File: src/rtl/ula_seq_param.sv
// ula_seq_param: handshaked ALU with registered result and flags.
// Define ULA_MUL_EN to build the iterative shift-add multiplier (opcode 1011).
module ula_seq_param #(
  parameter int unsigned WIDTH = 16,
  parameter int unsigned SHW   = $clog2(WIDTH)
) (
  input  logic             clock,
  input  logic             reset,
  input  logic             in_valid,
  output logic             in_ready,
  input  logic [WIDTH-1:0] entrada1,
  input  logic [WIDTH-1:0] entrada2,
  input  logic [3:0]       ALUControl,
  output logic             out_valid,
  input  logic             out_ready,
  output logic [WIDTH-1:0] resultado,
  output logic             zero,
  output logic             carry,
  output logic             overflow,
  output logic             negative,
  output logic             err
);

  localparam logic [3:0] OpAnd  = 4'b0000;
  localparam logic [3:0] OpOr   = 4'b0001;
  localparam logic [3:0] OpAdd  = 4'b0010;
  localparam logic [3:0] OpSub  = 4'b0011;
  localparam logic [3:0] OpSltu = 4'b0100;
  localparam logic [3:0] OpSlt  = 4'b0101;
  localparam logic [3:0] OpXor  = 4'b0110;
  localparam logic [3:0] OpNor  = 4'b0111;
  localparam logic [3:0] OpSll  = 4'b1000;
  localparam logic [3:0] OpSrl  = 4'b1001;
  localparam logic [3:0] OpSra  = 4'b1010;

`ifdef ULA_MUL_EN
  localparam logic [3:0] OpMul  = 4'b1011;
  typedef enum logic [1:0] {StIdle, StBusy, StDone} state_e;
`else
  typedef enum logic [0:0] {StIdle, StDone} state_e;
`endif

  state_e state_q, state_d;

  logic [WIDTH-1:0] res_q, res_d;
  logic             zero_q, zero_d, carry_q, carry_d, ovf_q, ovf_d;
  logic             neg_q, neg_d, err_q, err_d;

  logic             accept;
  logic [WIDTH:0]   sum_ext, diff_ext;
  logic [SHW-1:0]   shamt;
  logic [WIDTH-1:0] alu_res;
  logic             alu_c, alu_v, alu_err;

  assign accept   = in_valid && in_ready;
  assign sum_ext  = {1'b0, entrada1} + {1'b0, entrada2};
  assign diff_ext = {1'b0, entrada1} - {1'b0, entrada2};
  assign shamt    = entrada2[SHW-1:0];

  // Single-cycle datapath; diff_ext[WIDTH] is the unsigned borrow.
  always_comb begin
    alu_res = '0;
    alu_c   = 1'b0;
    alu_v   = 1'b0;
    alu_err = 1'b0;
    case (ALUControl)
      OpAnd:  alu_res = entrada1 & entrada2;
      OpOr:   alu_res = entrada1 | entrada2;
      OpAdd: begin
        alu_res = sum_ext[WIDTH-1:0];
        alu_c   = sum_ext[WIDTH];
        alu_v   = (entrada1[WIDTH-1] == entrada2[WIDTH-1]) &&
                  (sum_ext[WIDTH-1] != entrada1[WIDTH-1]);
      end
      OpSub: begin
        alu_res = diff_ext[WIDTH-1:0];
        alu_c   = ~diff_ext[WIDTH];
        alu_v   = (entrada1[WIDTH-1] != entrada2[WIDTH-1]) &&
                  (diff_ext[WIDTH-1] != entrada1[WIDTH-1]);
      end
      OpSltu: alu_res = {{(WIDTH-1){1'b0}}, diff_ext[WIDTH]};
      OpSlt:  alu_res = {{(WIDTH-1){1'b0}}, $signed(entrada1) < $signed(entrada2)};
      OpXor:  alu_res = entrada1 ^ entrada2;
      OpNor:  alu_res = ~(entrada1 | entrada2);
      OpSll:  alu_res = entrada1 << shamt;
      OpSrl:  alu_res = entrada1 >> shamt;
      OpSra:  alu_res = $unsigned($signed(entrada1) >>> shamt);
      default: alu_err = 1'b1;
    endcase
  end

`ifdef ULA_MUL_EN
  logic [2*WIDTH-1:0] acc_q, acc_d, mcand_q, mcand_d, acc_sum;
  logic [WIDTH-1:0]   mplier_q, mplier_d;
  logic [SHW-1:0]     cnt_q, cnt_d;
  logic               is_mul, mul_last;

  assign is_mul   = ALUControl == OpMul;
  assign acc_sum  = acc_q + (mplier_q[0] ? mcand_q : '0);
  assign mul_last = cnt_q == SHW'(WIDTH - 1);

  // Multiplicand shifts left and multiplier right, so bit[count] is always mplier_q[0].
  always_comb begin
    acc_d    = acc_q;
    mcand_d  = mcand_q;
    mplier_d = mplier_q;
    cnt_d    = cnt_q;
    if (state_q == StBusy) begin
      acc_d    = acc_sum;
      mcand_d  = mcand_q << 1;
      mplier_d = mplier_q >> 1;
      cnt_d    = cnt_q + 1'b1;
    end else if (accept && is_mul) begin
      acc_d    = '0;
      mcand_d  = {{WIDTH{1'b0}}, entrada1};
      mplier_d = entrada2;
      cnt_d    = '0;
    end
  end

  always_ff @(posedge clock) begin
    if (reset) begin
      acc_q    <= '0;
      mcand_q  <= '0;
      mplier_q <= '0;
      cnt_q    <= '0;
    end else begin
      acc_q    <= acc_d;
      mcand_q  <= mcand_d;
      mplier_q <= mplier_d;
      cnt_q    <= cnt_d;
    end
  end
`endif

  always_ff @(posedge clock) begin
    if (reset) begin
      state_q <= StIdle;
    end else begin
      state_q <= state_d;
    end
  end

  always_comb begin
    state_d = state_q;
    res_d   = res_q;
    zero_d  = zero_q;
    carry_d = carry_q;
    ovf_d   = ovf_q;
    neg_d   = neg_q;
    err_d   = err_q;
    case (state_q)
      StIdle, StDone: begin
        if (accept) begin
`ifdef ULA_MUL_EN
          if (is_mul) state_d = StBusy;
          else
`endif
          begin
            state_d = StDone;
            res_d   = alu_res;
            zero_d  = alu_res == '0;
            carry_d = alu_c;
            ovf_d   = alu_v;
            neg_d   = alu_res[WIDTH-1];
            err_d   = alu_err;
          end
        end else if (state_q == StDone && out_ready) begin
          state_d = StIdle;
        end
      end
`ifdef ULA_MUL_EN
      StBusy: begin
        if (mul_last) begin
          state_d = StDone;
          res_d   = acc_sum[WIDTH-1:0];
          zero_d  = acc_sum[WIDTH-1:0] == '0;
          carry_d = |acc_sum[2*WIDTH-1:WIDTH];
          ovf_d   = 1'b0;
          neg_d   = acc_sum[WIDTH-1];
          err_d   = 1'b0;
        end
      end
`endif
      default: state_d = StIdle;
    endcase
  end

  always_comb begin
    in_ready  = (state_q == StIdle) || (state_q == StDone && out_ready);
    out_valid = state_q == StDone;
  end

  always_ff @(posedge clock) begin
    if (reset) begin
      res_q   <= '0;
      zero_q  <= 1'b0;
      carry_q <= 1'b0;
      ovf_q   <= 1'b0;
      neg_q   <= 1'b0;
      err_q   <= 1'b0;
    end else begin
      res_q   <= res_d;
      zero_q  <= zero_d;
      carry_q <= carry_d;
      ovf_q   <= ovf_d;
      neg_q   <= neg_d;
      err_q   <= err_d;
    end
  end

  assign resultado = res_q;
  assign zero      = zero_q;
  assign carry     = carry_q;
  assign overflow  = ovf_q;
  assign negative  = neg_q;
  assign err       = err_q;

endmodule
File: config.mk
export PLATFORM = sky130hd
export DESIGN_NAME = ula_seq_param
export DESIGN_NICKNAME = d
export VERILOG_FILES = /design/src/rtl/ula_seq_param.sv
export SDC_FILE = /design/constraint.sdc
export NUM_CORES = 1
export LEC_CHECK = 0
export CORE_MARGIN = 3
export CORE_UTILIZATION = 44
export CTS_CLUSTER_SIZE = 20
export DETAILED_ROUTE_END_ITERATION = 10
export GPL_ROUTABILITY_DRIVEN = 0
export PLACE_DENSITY = 0.76
export SLEW_MARGIN = 5
export SYNTH_ARGS = -nofsm -noshare
export SYNTH_HDL_FRONTEND = slang
export SYNTH_SLANG_ARGS = --single-unit
File: constraint.sdc
create_clock -name clock -period 6.8 [get_ports clock]
set_clock_uncertainty 0.05 [all_clocks]
set_input_delay 0.68 -clock clock [delete_from_list [all_inputs] [get_ports clock]]
set_output_delay 0.68 -clock clock [all_outputs]
set_load 0.01 [all_outputs]
# Yosys cells after proc, flatten, opt, wreduce, memory -nomap -nowiden
# Cells that the tools add are included.
classes:
  addsub: 2
  n_lt_le_gt_ge: 1
  eq_ne: 14
  n_shift: 3
  mux: 6
  bitwise: 6
  n_reduce_logical: 9
op_table:
  columns: ["cell", "n"]
  rows:
  - ["case mux 16 bit (11 select lines)", 1]
  - ["adder 16 x 16 -> 17 bit", 1]
  - ["subtractor 16 x 16 -> 17 bit", 1]
  - ["AND 16 bit", 1]
  - ["equality test 4 x 3 -> 1 bit, second input constant", 4]
  - ["zero test 16 bit", 1]
  - ["< comparator 16 bit", 1]
  - ["NOT 16 bit", 1]
  - ["bitwise OR 16 bit", 1]
  - ["left shift 16 x 4 -> 16 bit", 1]
  - ["right shift 16 x 4 -> 16 bit", 1]
  - [">>> shifter 16 x 4 -> 16 bit", 1]
  - ["bitwise XOR 16 bit", 1]
  - ["equality test 4 bit, second input constant", 3]
  - ["OR reduction 11 bit", 1]
  - ["equality test 4 x 2 -> 1 bit, second input constant", 2]
  - ["equality test 4 x 1 -> 1 bit, second input constant", 1]
  - ["logical AND 1 bit", 4]
  - ["zero test 4 bit", 1]
  - ["case mux 1 bit (2 select lines)", 2]
  - ["two-way mux 1 bit", 3]
  - ["inequality test 1 bit", 3]
  - ["NOT 1 bit", 2]
  - ["nonzero test 2 bit", 1]
  - ["other kinds (2)", 2]
totals:
  ff_bits: 22
  input_bits: 40
  output_inout_bits: 23
  elab_cells: 48

# Longest topological paths before layout
logic_depth:
  ltp_word: 4
  depth_mapped: 15

# Worst setup path before layout
# No wires, ideal clock.
synth_path:
  path_kind: "in2reg"
  from: "input entrada2[1]"
  to: "register zero_q (netlist: zero)"
  setup_ns: 0.059
  arrival_ns: 3.494
  setup_slack_ns: 3.198
  stages: 14
  path_cell_list: "buf_2 -> inv_1 -> buf_2 -> ha_1 -> or2_0 -> a221oi_1 -> o211a_1 -> o41ai_1 -> o31a_1 -> a221o_1 -> a21oi_1 -> nand3_1 -> nor3_1 -> a31o_1"
synth_via:
  elab_chain_cells: 4
  elab_cells_between_ends: 12
synth_lines:
  columns: ["element", "line_no", "rtl"]
  rows:
  - ["start: declaration", "12", "input logic [WIDTH-1:0] entrada2,"]
  - ["branches (longest 2 deep; another with subtractor 16 x 16 -> 17 bit)", null, null]
  - ["case mux 16 bit (11 select lines) *", "66", "case (ALUControl)"]
  - ["zero test 16 bit *", "162", "zero_d = alu_res == '0;"]
  - ["end signal: assignment", "204", "zero_q <= zero_d;"]
  - ["end: declaration", "46", "logic zero_q, zero_d, carry_q, carry_d, ovf_q, ovf_d;"]
# Mark *: on every way between the ends.
# A chain may end at the register's enable or synchronous reset.

# Final worst setup path
layout_path:
  from: "input entrada2[3]"
  to: "register ovf_q (netlist: overflow)"
layout_via:
  elab_chain_cells: 4
  elab_cells_between_ends: 7
layout_lines:
  columns: ["element", "line_no", "rtl"]
  rows:
  - ["subtractor 16 x 16 -> 17 bit or adder 16 x 16 -> 17 bit (tied branches)", "57, 56", null]
  - ["inequality test 1 bit (on tied branches)", "79, 73", null]
  - ["logical AND 1 bit (on tied branches)", "78, 72", null]
  - ["case mux 1 bit (2 select lines) *", "66", null]
  - ["end signal: assignment", "206", "ovf_q <= ovf_d;"]
  - ["end: declaration", "46", null]
# Mark *: on every way between the ends. The rest lies on a longest branch, timed or not.

==> flow_summary.ini <==
[critical_path]
critPathCaptureType = register
reg2reg_from = out_valid
crit_start = entrada2[3]
cp.buffers_inverters = 2
cp_max_fo = 25
path_class = in2reg
cp.depth = 13
cp_cell_sequence = clkdlybuf4s50_1 > clkinv_1 > ha_1 > o21ai_0 > o21ai_0 > a2111oi_0 > o221ai_1 > a21o_1 > a21oi_1 > nand2_1 > o211ai_1 > nand3_1 > a21oi_1
cp.required_ns = 6.92
r2r_setup_slack_ns = 4.66
crit_family = compound AO/OA/AOI/OAI gates
crit_arrival_ns = 5.33
cp-start-kind = input pin
cp_slowest_cell = clkdlybuf4s50_1
critPathMaxStageDelay_ns = 1.03
r2r_cells = 8
worstReg2RegEnd = zero
worstSetupEndpoint = overflow

[final_layout]
postLayoutCoreUtil_pct = 51.9
diodes = 0
syn_to_final_growth_pct = 12.2
fillCellCount = 1055
final_cell_mix = nor2_1, clkdlybuf4s50_1, nand2_1, inv_1, ha_1
fin_nets = 795
final_common_cell = nor2_1
drive_gt1_share_pct = 7.70

[cts]
cts_tree = yes
cts-htree-levels = 1
worstSkewPairLatency_ns = 0.25
cts_hold_buf = 0
cts_root_buf = clkbuf_16
clk_pin_slew_worst_paths_ns = 0.05
cts-resized-gates = 0
cts.sinks = 21
numCtsBuffers = 3
clock_path_buffers = 2
cts_setup_buffers = 0

[die]
fp.dieW_um = 114
start_util_pct = 46.2
row_count = 38
die_h_um = 114
ios = 63
die_area_um2 = 13000
coreArea_um2 = 11100

[timing]
fin_setup_tns_ns = 0
rsz0062_at_grt = false
slew_violations = 0
worstMarginPinSlew_ns = 1.08
relSlewSlack_pct = 27.4
max_freq_mhz = 192
post-route-period-util_pct = 76.7
hold_violations = 0
final.min_clock_period_ns = 5.21
setup_viol = 0

[yosys]
syn_inst = 685
ys_seq_elements = 21
synth_edf_count = 0
synth.largest_area_cell = ha_1
syn_nets = 778
yosysSeqAreaShare_pct = 8.17
synth.area.top_cells = ha_1, mux4_2, dfxtp_1
synth_area_um2 = 5140
postSynthAreaPerCell_um2 = 7.51
synthArstFlopShare_pct = 0
synth_top_area_share_pct = 12.4
synth_cell_types = 85
synth_ff_type = dfxtp_1
yosysWarnings = 0

[global_route]
grt_pass1_wl_um = 27200
grt_pass1_vias = 5177
overflow = 0
grt_antenna_before_repair = 0
grt.total_usage_pct = 25.2
grt_max_degree = 47

[placement]
hpwl_um = 13000
port_buffers = 62

[drt]
viasPerCell = 6.76
drc = 0
wire_per_inst_um = 20.1
drt_iter0_drc = 802
vias = 5689
detail-route-antenna-nets = 0
wl_um = 16900
first_pass_iters = 6

[hold_path]
holdPathStages = 2
hold_class = reg2reg

[pwr]
p_seq_share_pct = 20.7
comb_power_share_pct = 61.5
p_int_w = 0.000385
ir_drop_v = 0.000171
power_frac_clock_pct = 17.9
power_density_nw_per_um2 = 116
switchingPower_w = 0.000283
p_leak_nw = 2.38
p_sw_share_pct = 42.4

[status]
status = finished clean

[run]
timing.max_cap.violations = 0
## how the worst min path moves through the flow
stage,slack (ns),to,from
after global routing,0.44,overflow,overflow
after CTS,0.42,overflow,overflow
final,0.41,overflow,overflow
after global placement,0.41,overflow,overflow
after detailed placement,0.41,overflow,overflow
after floorplan,0.43,overflow,overflow
## flip-flops by register name, summed over array words and instances (netlist names)
register	count
resultado	16
zero	1
overflow	1
out_valid	1
err	1
carry	1
## through the flow
step                std cells  hold slack [ns]  power [W]  instance area, um^2  setup slack (ns)
floorplan                 685            0.431   0.000418                 5140              3.20
global placement          837            0.406   0.000531                 5690              1.69
detailed placement        837            0.411   0.000539                 5690              1.61
CTS                       841            0.419   0.000661                 5770              1.85
global route              841            0.440   0.000713                 5770              1.38
finish                    841            0.414   0.000668                 5770              1.59
## synthesized netlist by cell type (all sizes together) (8+ instances only)
cell type and number:
dfxtp 21, mux4 22, nand3 17, mux2i 30, nor4 8, nor3 29
a21oi 49, nand2b 8, nor2 65, a211oi 22, o21ai 37, a21o 11
inv 54, clkbuf 28, nand2 53, ha 51, buf 28
## routing by layer
layer	track usage [%]	wire length, um	vias up
met2	39.9	7540	426
met5	0	0	-
met4	5.23	325	0
met3	4.18	2110	49
met1	36.1	6920	2624
li1	-	-	2590
## cell families (layout without fill, tap and decap cells)
kind of cell,after synthesis,count (layout),synth area share [%]
compound gates,220,220,30.2
xor+xnor,11,11,1.87
fa+ha+maj,53,53,13.2
buf+inv,111,127,9.61
flops,21,21,8.17
mux,58,58,17.5
simple gates,211,211,19.6
## power groups by stage
stage / sequential (W) / clock [W] / combinational (W)
after floorplan: 0.000145 / 0 / 0.000273
after global placement: 0.000140 / 0 / 0.000391
after detailed placement: 0.000141 / 0 / 0.000398
after CTS: 0.000138 / 0.000123 / 0.000400
after global routing: 0.000140 / 0.000130 / 0.000443
final: 0.000138 / 0.000119 / 0.000411
## worst min-delay path, stage by stage, from the launching register on
cell	delay, ns
dfxtp_1	0.31
nand2_1	0.05
a21oi_1	0.05
## layout make-up
class	instances	area [um^2]	area share (%)
inverters	55	206	3.58
well taps	140	175	3.03
clock buffers	4	78.8	1.37
multi-input cells	553	4230	73.3
repair buffers	68	661	11.4
flip-flops and latches	21	420	7.28
(Power assumes the default switching activity.)
